===== src/rtl/lc3b_types.sv =====
// Shared LC-3b types: machine word and multiply/divide unit states.
package lc3b_types;

    typedef logic [15:0] lc3b_word;

    typedef enum logic [1:0] {
        IDLE,
        CALC,
        DONE
    } lc3x_muldiv_state_t;

endpackage


===== src/rtl/lc3x_muldiv_unit.sv =====
// Iterative multiply (shift-add) and signed divide (restoring) unit.
// Holds the pipeline via stall while an operation is in flight.
module lc3x_muldiv_unit
    import lc3b_types::*;
#(
    parameter int WIDTH = 16,
    parameter int ITER  = WIDTH
) (
    input  logic             clk,
    input  logic             reset_n,
    input  logic             start,
    input  logic             op,
    input  logic [WIDTH-1:0] a,
    input  logic [WIDTH-1:0] b,
    output logic [WIDTH-1:0] result,
    output logic             done,
    output logic             div_zero,
    output logic             stall
);

    localparam int CW = $clog2(ITER + 1);

    lc3x_muldiv_state_t state, state_nxt;

    logic [CW-1:0]    cnt;
    logic             op_q;
    logic             neg_q;
    logic [WIDTH-1:0] work_a;
    logic [WIDTH-1:0] work_b;
    logic [WIDTH-1:0] acc;

    logic             accept;
    logic             div0;
    logic             last_iter;
    logic [WIDTH-1:0] mag_a;
    logic [WIDTH-1:0] mag_b;
    logic [WIDTH:0]   shifted;
    logic [WIDTH:0]   trial;
    logic [WIDTH-1:0] work_a_nxt;
    logic [WIDTH-1:0] work_b_nxt;
    logic [WIDTH-1:0] acc_nxt;
    logic [WIDTH-1:0] fin_res;

    assign accept    = (state == IDLE) && start;
    assign div0      = op && (b == '0);
    assign last_iter = (state == CALC) && (cnt == CW'(ITER - 1));
    assign done      = (state == DONE);

    always_ff @(posedge clk or negedge reset_n) begin
        if (!reset_n) begin
            state <= IDLE;
        end else begin
            state <= state_nxt;
        end
    end

    always_comb begin
        state_nxt = state;
        stall     = 1'b0;
        unique case (state)
            IDLE: begin
                stall = start;
                if (start) begin
                    state_nxt = div0 ? DONE : CALC;
                end
            end
            CALC: begin
                stall = 1'b1;
                if (last_iter) begin
                    state_nxt = DONE;
                end
            end
            DONE: begin
                state_nxt = IDLE;
            end
            default: begin
                state_nxt = IDLE;
            end
        endcase
    end

    always_comb begin
        mag_a      = a[WIDTH-1] ? -a : a;
        mag_b      = b[WIDTH-1] ? -b : b;
        shifted    = {acc, work_a[WIDTH-1]};
        trial      = shifted - {1'b0, work_b};
        work_a_nxt = work_a;
        work_b_nxt = work_b;
        acc_nxt    = acc;
        fin_res    = '0;
        if (op_q) begin
            // Borrow out of the trial subtraction means the divisor did not fit.
            if (!trial[WIDTH]) begin
                acc_nxt    = trial[WIDTH-1:0];
                work_a_nxt = {work_a[WIDTH-2:0], 1'b1};
            end else begin
                acc_nxt    = shifted[WIDTH-1:0];
                work_a_nxt = {work_a[WIDTH-2:0], 1'b0};
            end
            fin_res = neg_q ? -work_a_nxt : work_a_nxt;
        end else begin
            acc_nxt    = work_b[0] ? acc + work_a : acc;
            work_a_nxt = work_a << 1;
            work_b_nxt = work_b >> 1;
            fin_res    = acc_nxt;
        end
    end

    always_ff @(posedge clk or negedge reset_n) begin
        if (!reset_n) begin
            cnt      <= '0;
            op_q     <= 1'b0;
            neg_q    <= 1'b0;
            work_a   <= '0;
            work_b   <= '0;
            acc      <= '0;
            result   <= '0;
            div_zero <= 1'b0;
        end else if (accept) begin
            cnt      <= '0;
            op_q     <= op;
            neg_q    <= a[WIDTH-1] ^ b[WIDTH-1];
            work_a   <= op ? mag_a : a;
            work_b   <= op ? mag_b : b;
            acc      <= '0;
            div_zero <= div0;
            if (div0) begin
                result <= '1;
            end
        end else if (state == CALC) begin
            cnt    <= cnt + CW'(1);
            work_a <= work_a_nxt;
            work_b <= work_b_nxt;
            acc    <= acc_nxt;
            if (last_iter) begin
                result <= fin_res;
            end
        end
    end

endmodule


===== config.mk =====
export PLATFORM = sky130hd
export DESIGN_NAME = lc3x_muldiv_unit
export DESIGN_NICKNAME = d
export VERILOG_FILES = /design/src/rtl/lc3b_types.sv /design/src/rtl/lc3x_muldiv_unit.sv
export SDC_FILE = /design/constraint.sdc
export NUM_CORES = 1
export LEC_CHECK = 0
export CAP_MARGIN = 15
export CORE_UTILIZATION = 35
export CTS_CLUSTER_DIAMETER = 150
export DETAILED_ROUTE_END_ITERATION = 6
export SYNTH_ARGS = -nofsm -noshare
export SYNTH_HDL_FRONTEND = slang
export SYNTH_SLANG_ARGS = --single-unit

===== constraint.sdc =====
create_clock -name clk -period 8 [get_ports clk]
set_input_delay 1.6 -clock clk [delete_from_list [all_inputs] [get_ports clk]]
set_output_delay 1.6 -clock clk [all_outputs]
set_load 0.02 [all_outputs]

==> results of run 1 <==
area by class of cell:
cell class,count,area share [%]
clock buffers,11,3.549
clock inverters,4,1.054
inverters,37,1.950
multi-input cells,606,54.97
flip-flops and latches,74,26.00
well taps,220,3.865
repair buffers,63,8.609
worst reg2reg max path, cell delays in order (launching register included):
cell      delay (ps)
dfrtp_1          830
ha_1             320
inv_1             60
fa_1             420
a211oi_1         410
o211ai_2         190
a31oi_4          260
o211ai_4         140
xor2_2           170
buf_4            240
inv_2            280
ha_1             230
nand2b_1         200
o41ai_1          380
xor2_1           180
a21oi_1           90
o22a_1           190
sequential cells by signal, summed over array words and instances, names as in the netlist:
name	count
state	2
work_b	16
acc	16
div_zero	1
neg_q	1
work_a	16
result	16
cnt	5
op_q	1
routing by layer:
metal	up-vias	global-route usage (%)	part of all wire, %
met1	2702	26.89	47
met2	126	32.78	46
met5	-	0	0
li1	2842	-	-
met3	27	2.702	3.6
met4	0	8.775	2.7
logic make-up (layout without fill, tap and decap cells):
family          Yosys count  after routing  share of synthesized area (%)
compound gates          275            275                          29.17
xor+xnor                 58             58                          8.500
fa+ha+maj                38             38                          8.087
buf+inv                  77            115                          5.013
flops                    74             74                          30.53
mux                       5              5                         0.8459
simple gates            230            230                          17.85
power breakdown:
group,internal [mW],total (mW),leakage [nW],switching [mW]
sequential,0.531,0.783,0.867,0.251
clock,0.288,0.453,0.154,0.164
combinational,0.945,2.30,1.78,1.36
total,1.77,3.54,2.80,1.77
Yosys cell counts, types with 19 or more instances:
| master | n |
|---|---|
| a21oi_1 | 83 |
| dfrtp_1 | 74 |
| nand2_1 | 73 |
| nor2_1 | 72 |
| o21ai_0 | 64 |
| ha_1 | 36 |
| inv_1 | 36 |
| xnor2_1 | 33 |
| clkbuf_1 | 32 |
| xor2_1 | 24 |
| o31ai_1 | 20 |
| a211oi_1 | 19 |
worst min-delay path by stage:
stage	from	end	slack, ps	cells past startpoint
global placement	work_b[1]$_DFFE_PN0P_	work_b[1]$_DFFE_PN0P_	470	2
global route	cnt[3]$_DFFE_PN0N_	cnt[3]$_DFFE_PN0N_	510	1
detailed placement	div_zero$_DFFE_PN0P_	div_zero$_DFFE_PN0P_	470	2
floorplan	cnt[3]$_DFFE_PN0N_	cnt[3]$_DFFE_PN0N_	450	1
CTS	div_zero$_DFFE_PN0P_	div_zero$_DFFE_PN0P_	490	2
finish	div_zero$_DFFE_PN0P_	div_zero$_DFFE_PN0P_	480	2
==> flow_summary.ini, run 1 <==
[detailed_routing]
vias = 5697
wire_per_inst_um = 16.92
routed_via_density = 5.613
drt-initial-drc-count = 311
ant_nets = 0
wl_um = 17170
firstDrtPassIters = 5
drc = 0

[grt]
grt_pass1_vias = 5485
antenna_found_initial = 0
grt.total_usage_pct = 20.21
grt_overflow = 0
grt_pass1_wl_um = 28280
grt_start_max_net_pins = 69

[clocking]
cts_tree = built
postCtsSetupBuffers = 0
cts-root-buf = clkbuf_16
post_cts_resized = 0
htreeDepth = 3
holdBufCountCts = 0
clkSlewWorstSetupHoldPaths_ps = 60
clockBufferDepth = 2
clk_latency_ps = 350
numCtsBuffers = 9
clkSinkCount = 74

[logic_synthesis]
synth_top_area_share_pct = 30.53
synth_cells = 757
synth_top_area_cell = dfrtp_1
synth_edf_count = 0
netlist_area_sq_um = 6065
synth_cell_type_count = 65
synth_area_leaders = dfrtp_1 (31%), ha_1 (7.4%), a21oi_1 (6.8%), o21ai_0 (5.3%), xnor2_1 (4.8%)
synth.ff_latch_count = 74
ys_seq_area_share_pct = 30.53
syn_nets = 831
ys_warn_count = 0
postSynthAreaPerCell_sq_um = 8.011
async_reset_ff_share_pct = 100.0
yosys_most_used_dff = dfrtp_1

[run]
maxCapViolCount = 0

[worst_setup_path]
rr_worst_depth = 16
crit_type = in2out
path_depth = 6
worstPathMaxFanout = 17
rr_endpoint = result[6]$_DFFE_PN0P_
crit_end = stall
startpoint = start
path_cells = clkdlybuf4s50_1 > and2_1 > buf_4 > nor2_1 > inv_1 > clkdlybuf4s50_1
slowest_delay_ps = 630
crit_family = buffers and inverters
cp.required_ps = 6400
endpoint_kind = output pin
slowest_stage = clkdlybuf4s50_1
cp.arrival_ps = 3260
path_common_cell = clkdlybuf4s50_1
reg2reg_slack_ps = 3330
r2r-start = work_b[0]$_DFFE_PN0P_
start_kind = input pin
cp.buffers_inverters = 4

[floorplan]
dieWidth_um = 133.6
io_pins = 55
core_area_sq_um = 16760
initial_utilization_pct = 36.19
rows = 47
die_h_um = 133.6
die_area_sq_um = 17860

[placement]
placed_cells = 999
io_buffers = 54
placed_area_sq_um = 6779
dp_hpwl_um = 12670
gp_congestion = 0.8775
detailedPlace.worstSlack_ps = 3145

[finish]
layout.cells.non_filler = 1015
final_common_cell = a21oi_1
antenna_cells = 0
multiInputGateArea_sq_um = 3915
drive_above_1_share_pct = 5.157
mostFrequentLayoutCells = a21oi_1 (82), dfrtp_1 (74), nand2_1 (73)
final_area_sq_um = 7122
syn2layout_area_growth_pct = 17.43
nets = 865
fillerInstances = 1702
utilization_pct = 42.49
seq_area_sq_um = 1852

[power_and_ir_drop]
vdd_drop_max_v = 0.0002484
leakagePower_nw = 2.799
powerDensity_nw_per_um2 = 496.9
power_mw = 3.539

[sta]
worstMarginPinSlew_ps = 995.9
setup_viol = 0
timing.final.ws_setup_ps = 3137
fin_hold_ws_ps = 484.7
final_max_slew_viol_count = 0
timing.slew.headroom_pct = 33.61
clock.fmax_mhz = 205.6
finalSetupTns_ps = 0
fin_crit_sh_pct = 60.79
grt_setup_unrepaired = no
min_period_ps = 4863
timing_hold_violations_final = 0
clock-skew-final_ps = 5.891

[outcome]
status = finished, final reports clean

[hold_path]
hp-class = reg2reg
No activity file was read; power rests on OpenSTA's default activity.
==> run 2, diff against run 1 <==
Clock period 8 ns to 4.4 ns, I/O delays scaled along.
==> flow_summary.ini, run 2 (synthesized netlist as in run 1, its figures left out) <==
[grt]
grt_pass1_vias = 5404
grt.total_usage_pct = 20.67
grt_overflow = 0
grt_pass1_wl_um = 28720
antenna_found_initial = 0
grt_start_max_net_pins = 75

[floorplan]
die_area_sq_um = 17860
io_pins = 55
dieWidth_um = 133.6
core_area_sq_um = 16760
die_h_um = 133.6
rows = 47
initial_utilization_pct = 36.19

[detailed_routing]
firstDrtPassIters = 5
ant_nets = 0
top_layer_used = met4
vias = 5703
drc = 0
dr_wl_met3_um = 808
wl_um = 17500
wl_met1_um = 8096
wl_met2_um = 8189
drt-initial-drc-count = 415
routed_via_density = 5.602
wire_per_inst_um = 17.19

[clocking]
clkSinkCount = 74
clk_latency_ps = 350
cts-root-buf = clkbuf_16
postCtsSetupBuffers = 0
clkSlewWorstSetupHoldPaths_ps = 60
cts_tree = built
htreeDepth = 3
clockBufferDepth = 2
holdBufCountCts = 0
post_cts_resized = 0
numCtsBuffers = 9

[sta]
clock-skew-final_ps = 8.530
finalSetupTns_ps = 0
timing_hold_violations_final = 0
timing.slew.headroom_pct = 35.17
final_max_slew_viol_count = 0
grt_setup_unrepaired = no
clock.fmax_mhz = 261.2
fin_crit_sh_pct = 87.01
min_period_ps = 3828
setup_viol = 0
worstMarginPinSlew_ps = 972.5

[run]
maxCapViolCount = 0

[worst_setup_path]
endpoint_kind = flop
slowest_delay_ps = 430
start_kind = flop
path_cells = inv_1 > ha_1 > inv_1 > fa_1 > a211oi_1 > o211ai_2 > a31oi_4 > o211ai_4 > xor2_2 > inv_2 > ha_1 > nand2b_1 > o41ai_1 > xor2_1 > a21oi_1 > o22a_1
worstPathMaxFanout = 18
crit_type = reg2reg
cp.arrival_ps = 4060
cp.required_ps = 4630
slowest_stage = fa_1

[placement]
io_buffers = 54
gp_congestion = 0.8751
dp_hpwl_um = 13040

[finish]
drive_above_1_share_pct = 5.514
antenna_cells = 0
fillerInstances = 1667
mostFrequentLayoutCells = a21oi_1 (82), dfrtp_1 (74), nand2_1 (73)
nets = 867
final_common_cell = a21oi_1
syn2layout_area_growth_pct = 18.03
utilization_pct = 42.71

[power_and_ir_drop]
powerDensity_nw_per_um2 = 911.7
leakagePower_nw = 2.822
vdd_drop_max_v = 0.0003863

[outcome]
status = finished, final reports clean

[hold_path]
hp-class = reg2reg
-- run 2: where the power goes --
part	leakage, nW	internal (mW)	switching [mW]
registers	0.867	0.966	0.435
clock network	0.167	0.559	0.320
logic	1.79	1.73	2.52
total	2.82	3.25	3.27
-- run 2: stage by stage --
stage	power (mW)	worst slack [ps]	hold slack, ps	area [sq um]	std cells
final	6.526	571.6	481.7	7158	1018
after global routing	7.146	342.8	505.3	7158	1018
after CTS	6.508	592.6	485.9	7143	1017
after detailed placement	5.602	570.6	471.3	6794	1001
after global placement	5.587	647.1	466.3	6794	1001
after floorplan	4.528	964.0	449.4	6065	757
-- run 2: final timing paths --
| check | from | endpoint | slack, ps | cells past startpoint |
|---|---|---|---|---|
| max | work_a[15]$_DFFE_PN0N_ | result[6]$_DFFE_PN0P_ | 570 | 16 |
| min | work_b[4]$_DFFE_PN0P_ | work_b[4]$_DFFE_PN0P_ | 480 | 2 |
| max reg2reg | work_a[15]$_DFFE_PN0N_ | result[6]$_DFFE_PN0P_ | 570 | 16 |
| min reg2reg | work_b[4]$_DFFE_PN0P_ | work_b[4]$_DFFE_PN0P_ | 480 | 2 |
| max in group asynchronous | reset_n | work_b[14]$_DFFE_PN0P_ | 3080 | 1 |
| min in group asynchronous | reset_n | acc[14]$_DFFE_PN0N_ | 660 | 1 |
-- run 2: layer usage --
layer	track usage, %	vias up
met3	2.207	28
li1	-	2841
met4	8.270	0
met2	33.42	152
met5	0	-
met1	28.19	2682
-- run 2: area by class of cell --
class	count	area, sq um	area share, %
multi-input cells	606	3915	54.69
inverters	37	138.9	1.940
repair buffers	65	628.1	8.775
clock inverters	7	123.9	1.730
flip-flops and latches	74	1852	25.87
well taps	220	275.3	3.845
clock buffers	9	225.2	3.146
-- run 2: worst max-delay path: cells and delay by family, from the launching register on --
family	cells	cell delay [ps]
flip-flops	1	380
adder cells (fa/ha/maj)	3	840
AO/OA/AOI/OAI	7	1520
buffers and inverters	3	440
XOR/XNOR	2	360
AND/OR/NAND/NOR	1	160
==> run 3, diff against run 2 <==
Settings changed: TNS_END_PERCENT set to 1.
==> results of run 3 <==
No change in the layout: final DEF, timing and power equal those of run 2.
